<file path="src/rtl/ctrl_pipe_chain_if.sv">
// rtl/ctrl_pipe_chain_if.sv - decode-side handshake and per-stage control outputs of the chain
interface ctrl_pipe_chain_if #(
  parameter int WIDTH = 8,
  parameter int DEPTH = 3
);
  logic [WIDTH-1:0]       in_ctrl;
  logic                   in_valid;
  logic                   in_ready;
  logic [DEPTH*WIDTH-1:0] stage_ctrl;
  logic [DEPTH-1:0]       stage_valid;
  logic [WIDTH-1:0]       out_ctrl;
  logic                   out_valid;

  modport master (
    output in_ctrl, in_valid,
    input  in_ready, stage_ctrl, stage_valid, out_ctrl, out_valid
  );

  modport slave (
    input  in_ctrl, in_valid,
    output in_ready, stage_ctrl, stage_valid, out_ctrl, out_valid
  );
endinterface

</file>
<file path="src/rtl/ctrl_pipe_chain.sv">
// rtl/ctrl_pipe_chain.sv - DEPTH-stage control word pipeline with per-stage stall/flush
// and saturating stall/flush event counters.
module ctrl_pipe_chain #(
  parameter int               WIDTH  = 8,
  parameter int               DEPTH  = 3,
  parameter logic [WIDTH-1:0] BUBBLE = '0,
  parameter int               CNT_W  = 16
) (
  input  logic                  clk_i,
  input  logic                  rst_i,
  input  logic [DEPTH-1:0]      stall_i,
  input  logic [DEPTH-1:0]      flush_i,
  ctrl_pipe_chain_if.slave      pipe_if,
  output logic [CNT_W-1:0]      stall_cnt_o,
  output logic [CNT_W-1:0]      flush_cnt_o
);

  logic [DEPTH-1:0]             hold;
  logic [DEPTH-1:0]             up_hold;
  logic [DEPTH-1:0][WIDTH-1:0]  up_ctrl;
  logic [DEPTH-1:0]             up_valid;
  logic [DEPTH-1:0][WIDTH-1:0]  ctrl_d, ctrl_q;
  logic [DEPTH-1:0]             valid_d, valid_q;
  logic [CNT_W-1:0]             stall_cnt_d, stall_cnt_q;
  logic [CNT_W-1:0]             flush_cnt_d, flush_cnt_q;

  // up_* is what each stage would load when advancing; up_hold marks a
  // stall boundary directly upstream, where a bubble must be inserted instead.
  for (genvar k = 0; k < DEPTH; k++) begin : g_stage
    assign hold[k] = |stall_i[DEPTH-1:k];
    if (k == 0) begin : g_head
      assign up_ctrl[k]  = pipe_if.in_valid ? pipe_if.in_ctrl : BUBBLE;
      assign up_valid[k] = pipe_if.in_valid;
      assign up_hold[k]  = 1'b0;
    end else begin : g_body
      assign up_ctrl[k]  = ctrl_q[k-1];
      assign up_valid[k] = valid_q[k-1];
      assign up_hold[k]  = hold[k-1];
    end
  end

  always_comb begin
    ctrl_d  = ctrl_q;
    valid_d = valid_q;
    for (int k = 0; k < DEPTH; k++) begin
      if (flush_i[k]) begin
        ctrl_d[k]  = BUBBLE;
        valid_d[k] = 1'b0;
      end else if (!hold[k]) begin
        if (up_hold[k]) begin
          ctrl_d[k]  = BUBBLE;
          valid_d[k] = 1'b0;
        end else begin
          ctrl_d[k]  = up_ctrl[k];
          valid_d[k] = up_valid[k];
        end
      end
    end
  end

  always_comb begin
    stall_cnt_d = stall_cnt_q;
    flush_cnt_d = flush_cnt_q;
    if ((|stall_i) && !(&stall_cnt_q)) begin
      stall_cnt_d = stall_cnt_q + {{(CNT_W-1){1'b0}}, 1'b1};
    end
    if ((|flush_i) && !(&flush_cnt_q)) begin
      flush_cnt_d = flush_cnt_q + {{(CNT_W-1){1'b0}}, 1'b1};
    end
  end

  always_ff @(posedge clk_i) begin
    if (rst_i) begin
      ctrl_q      <= {DEPTH{BUBBLE}};
      valid_q     <= '0;
      stall_cnt_q <= '0;
      flush_cnt_q <= '0;
    end else begin
      ctrl_q      <= ctrl_d;
      valid_q     <= valid_d;
      stall_cnt_q <= stall_cnt_d;
      flush_cnt_q <= flush_cnt_d;
    end
  end

  assign pipe_if.in_ready    = ~hold[0];
  assign pipe_if.stage_ctrl  = ctrl_q;
  assign pipe_if.stage_valid = valid_q;
  assign pipe_if.out_ctrl    = ctrl_q[DEPTH-1];
  assign pipe_if.out_valid   = valid_q[DEPTH-1];
  assign stall_cnt_o         = stall_cnt_q;
  assign flush_cnt_o         = flush_cnt_q;

endmodule

</file>
<file path="src/flat_wrapper.sv">
// flat-port wrapper written by rule: the top's interface ports become plain ports
module ctrl_pipe_chain_flat 
#(
  parameter int               WIDTH  = 8,
  parameter int               DEPTH  = 3,
  parameter logic [WIDTH-1:0] BUBBLE = '0,
  parameter int               CNT_W  = 16
)
  (clk_i, rst_i, stall_i, flush_i, stall_cnt_o, flush_cnt_o, pipe_if_in_ctrl, pipe_if_in_valid, pipe_if_in_ready, pipe_if_stage_ctrl, pipe_if_stage_valid, pipe_if_out_ctrl, pipe_if_out_valid);
  ctrl_pipe_chain_if #(.WIDTH(WIDTH), .DEPTH(DEPTH)) pipe_if_i ();
  input  logic clk_i;
  input  logic rst_i;
  input  logic [DEPTH-1:0] stall_i;
  input  logic [DEPTH-1:0] flush_i;
  output logic [CNT_W-1:0] stall_cnt_o;
  output logic [CNT_W-1:0] flush_cnt_o;
  input wire logic [$bits(pipe_if_i.in_ctrl)-1:0] pipe_if_in_ctrl;
  input wire logic [$bits(pipe_if_i.in_valid)-1:0] pipe_if_in_valid;
  output wire logic [$bits(pipe_if_i.in_ready)-1:0] pipe_if_in_ready;
  output wire logic [$bits(pipe_if_i.stage_ctrl)-1:0] pipe_if_stage_ctrl;
  output wire logic [$bits(pipe_if_i.stage_valid)-1:0] pipe_if_stage_valid;
  output wire logic [$bits(pipe_if_i.out_ctrl)-1:0] pipe_if_out_ctrl;
  output wire logic [$bits(pipe_if_i.out_valid)-1:0] pipe_if_out_valid;
  assign pipe_if_i.in_ctrl = pipe_if_in_ctrl;
  assign pipe_if_i.in_valid = pipe_if_in_valid;
  assign pipe_if_in_ready = pipe_if_i.in_ready;
  assign pipe_if_stage_ctrl = pipe_if_i.stage_ctrl;
  assign pipe_if_stage_valid = pipe_if_i.stage_valid;
  assign pipe_if_out_ctrl = pipe_if_i.out_ctrl;
  assign pipe_if_out_valid = pipe_if_i.out_valid;
  ctrl_pipe_chain #(.WIDTH(WIDTH), .DEPTH(DEPTH), .BUBBLE(BUBBLE), .CNT_W(CNT_W)) u_core (.clk_i(clk_i), .rst_i(rst_i), .stall_i(stall_i), .flush_i(flush_i), .pipe_if(pipe_if_i), .stall_cnt_o(stall_cnt_o), .flush_cnt_o(flush_cnt_o));
endmodule
</file>
<file path="config.mk">
export PLATFORM = sky130hd
export DESIGN_NAME = ctrl_pipe_chain_flat
export DESIGN_NICKNAME = d
export VERILOG_FILES = /design/src/rtl/ctrl_pipe_chain_if.sv /design/src/rtl/ctrl_pipe_chain.sv /design/src/flat_wrapper.sv
export SDC_FILE = /design/constraint.sdc
export NUM_CORES = 1
export LEC_CHECK = 0
export CAP_MARGIN = 20
export CORE_UTILIZATION = 50
export CTS_CLUSTER_SIZE = 24
export DETAILED_ROUTE_END_ITERATION = 10
export GPL_TIMING_DRIVEN = 0
export PLACE_DENSITY = 0.88
export SLEW_MARGIN = 20
export SYNTH_ARGS = -nofsm -noshare
export SYNTH_HDL_FRONTEND = slang
export SYNTH_SLANG_ARGS = --single-unit
</file>
<file path="constraint.sdc">
create_clock -name clk_i -period 3.3 [get_ports clk_i]
set_clock_uncertainty 0.1 [all_clocks]
set_input_delay 0.66 -clock clk_i [delete_from_list [all_inputs] [get_ports clk_i]]
set_output_delay 0.66 -clock clk_i [all_outputs]
set_load 0.05 [all_outputs]
</file>
==> impl_metrics.env <==
export IMPL_outcome="complete, no violations"
export IMPL_fp_dieH_um=76.7
export IMPL_pwr_share_clk_pct=49.7
export IMPL_cp_end_kind="primary output"
export IMPL_p_sw_share_pct=22.6
export IMPL_firstDrtPassIters=5
export IMPL_startpoint="stall_i[2]"
export IMPL_holdBufCountCts=0
export IMPL_post_cts_buffers=0
export IMPL_place_hpwl_mm=5.18
export IMPL_min_period_ns=3.17
export IMPL_drt_antenna_violating_nets=0
export IMPL_synthTopCellsByCount="dfxtp_1, a21oi_1, nand2_1, buf_4, nor2_1"
export IMPL_io_pins=86
export IMPL_hold_viol_final=0
export IMPL_fmax_ghz=0.315
export IMPL_synth_edff_count=0
export IMPL_port_buffers=84
export IMPL_wl_per_cell_um=15.2
export IMPL_grt_overflow_total=0
export IMPL_critPathKind="input pin to primary output"
export IMPL_synth_most_common_cell="dfxtp_1"
export IMPL_grt_setup_unrepaired="no"
export IMPL_avgSynthCellArea_um2=8.43
export IMPL_p_sw_mw=0.389
export IMPL_seq_power_share_pct=42.6
export IMPL_synth_top_area_share_pct=42.3
export IMPL_syn_inst=331
export IMPL_dpl_worst_slack_ns=-0.423
export IMPL_antennaDiodeCount=0
export IMPL_synth_cell_types=43
export IMPL_hp_class="register to register"
export IMPL_cts_sinks=59
export IMPL_cts_root_buffer="clkbuf_8"
export IMPL_cp_max_fo=11
export IMPL_synth_flop_cell="dfxtp_1"
export IMPL_relSlewSlack_pct=57.7
export IMPL_power_density_nw_per_um2=433
export IMPL_htree_num_levels=3
export IMPL_path_cells="clkdlybuf4s50_1 > or3_1 > clkbuf_1 > inv_1 > clkdlybuf4s15_2"
export IMPL_die_width_um=76.7
export IMPL_initial_core_util_pct=53.3
export IMPL_cts_tree="done"
export IMPL_viasPerCell=5.73
export IMPL_p_leak_nw=1.37
export IMPL_maxSlewViolCount=0
export IMPL_grt_pass1_vias=2647
export IMPL_rows=26
export IMPL_min_period_over_period_pct=96.1
export IMPL_cp_arrival_ns=2.41
export IMPL_peakVddDrop_mv=0.295
export IMPL_drive_above_1_share_pct=13.3
export IMPL_critPathSlowestCell="clkdlybuf4s50_1"
export IMPL_grt_first_pass_wirelength_mm=12.2
export IMPL_cts_clk_slew_worst_paths_ns=0.06
export IMPL_cts_buffer_depth=2
export IMPL_maxCapViolCount=0
export IMPL_synth_area_top_cells="dfxtp_1, buf_4, a21oi_1"
export IMPL_comb_power_share_pct=7.8
export IMPL_yosys_warnings=0
export IMPL_synthArstFlopShare_pct=0
export IMPL_track_usage_pct=26.2
export IMPL_drc=0
export IMPL_first_iter_violations=166
export IMPL_worst_endpoint_required_ns=2.54
export IMPL_core_um2=5240
export IMPL_nets=444
export IMPL_yosysTopAreaCell="dfxtp_1"
export IMPL_synth_area_um2=2790
export IMPL_layout_setup_ws_ns=0.129
export IMPL_slowest_delay_ns=0.47
export IMPL_vias=2867
export IMPL_hold_ws_ns=0.370
export IMPL_grt_max_degree=12
export IMPL_syn_nets=350
export IMPL_antenna_found_initial=0
export IMPL_worst_pin_slew_ns=0.629
export IMPL_syn2layout_area_growth_pct=42.5
export IMPL_cts_inserted_buffers=9
export IMPL_seq_area_frac_synth_pct=42.3
export IMPL_clkLatencyLatePin_ns=0.34
export IMPL_critPathLaunchType="input pin"
export IMPL_p_int_mw=1.33
export IMPL_routed_wl_mm=7.61
export IMPL_r2r_start="u_core.stall_cnt_o[0]"
export IMPL_finalSetupViolations=0
export IMPL_routabilityCongestion=0.880
export IMPL_die_area_um2=5880
export IMPL_synth_seq_cells=59
export IMPL_min_delay_start="u_core.pipe_if.stage_ctrl[8]"
per-stage QoR:
stage	std cells	total power, mW	TNS [ns]	util (%)	instance area [um^2]
2_1_floorplan	331	0.826	0	-	2790
3_3_place_gp	485	0.876	-0.406	71.0	3720
3_5_place_dp	485	0.880	-0.423	71.0	3720
4_1_cts	500	1.73	0	75.9	3980
5_1_grt	500	1.77	0	75.9	3980
6_report	500	1.72	0	75.9	3980
per-layer routing:
layer / GRT usage (%) / part of all wire, % / vias to the layer above
met5: 0 / 0 / -
met1: 33.2 / 43 / 1349
met4: 12.9 / 1.6 / 0
li1: - / - / 1377
met3: 5.95 / 7.1 / 13
met2: 41.9 / 48 / 128
path summary, 6_finish.rpt:
| check | slack (ns) | cells after the start | endpoint |
|---|---|---|---|
| setup / recovery | 0.13 | 5 | pipe_if_in_ready |
| hold / removal | 0.37 | 2 | u_core.pipe_if.stage_ctrl[8] |
| setup reg to reg | 0.88 | 6 | u_core.stall_cnt_o[2] |
| hold reg to reg | 0.37 | 2 | u_core.pipe_if.stage_ctrl[8] |
cell usage in the layout, fill, tap and decap left out, types with 5 or more instances in the layout:
| cell type | Yosys | layout |
|---|---|---|
| nand3b_1 | 9 | 9 |
| a22oi_1 | 9 | 9 |
| nor2_1 | 21 | 21 |
| buf_4 | 25 | 25 |
| or3_1 | 12 | 12 |
| a21oi_1 | 36 | 36 |
| o31ai_1 | 8 | 8 |
| o21ai_0 | 9 | 9 |
| clkbuf_8 | 0 | 12 |
| nand4_1 | 7 | 7 |
| dfxtp_1 | 59 | 59 |
| inv_1 | 7 | 7 |
| nand3_1 | 18 | 18 |
| or4_1 | 7 | 7 |
| clkbuf_1 | 12 | 11 |
| nand2_1 | 32 | 32 |
| clkdlybuf4s50_1 | 0 | 83 |
| nor4_1 | 5 | 5 |
flip-flops by register name (all words and copies together), names as in the netlist:
name                        count
u_core.flush_cnt_o             16
u_core.stall_cnt_o             16
u_core.pipe_if.stage_ctrl      16
u_core.pipe_if.out_ctrl         8
u_core.pipe_if.stage_valid      3
cell type report:
cell class / count / area [um^2]
inverters: 7 / 26.3
well taps: 70 / 87.6
fillers: 392 / 1260
repair buffers: 84 / 842
flip-flops and latches: 59 / 1180
clock inverters: 4 / 95.1
multi-input cells: 223 / 1330
clock buffers: 12 / 165
plain buffers: 41 / 249
worst max-delay path, delay by kind of cell:
kind | cells | cell delay [ns]
buffers and inverters | 4 | 1.36
and+or+nand+nor | 1 | 0.38
what timing repair did:
action	CTS	global route
setup endpoints to repair	1	0
endpoints found under the hold margin	0	0
resized for setup	3	0
kinds of logic (layout without fill, tap and decap cells):
kind of cell / after synthesis / count (layout) / synth area share (%)
AOI/OAI and AO/OA: 76 / 76 / 17.0
xor gates and xnor gates: 2 / 2 / 0.628
adders and majority gates: 2 / 2 / 0.897
buffers and inverters: 49 / 148 / 10.0
DFF: 59 / 59 / 42.3
muxes: 7 / 7 / 2.69
and+or+nand+nor: 136 / 136 / 26.5
power groups by stage:
stage | logic, mW | registers [mW] | clock network [mW]
floorplan | 0.0524 | 0.774 | 0
global placement | 0.128 | 0.749 | 0
CTS | 0.133 | 0.733 | 0.862
global route | 0.142 | 0.734 | 0.897
detailed placement | 0.131 | 0.749 | 0
finish | 0.134 | 0.733 | 0.856
Note: power is estimated with default switching activity, not from simulation.
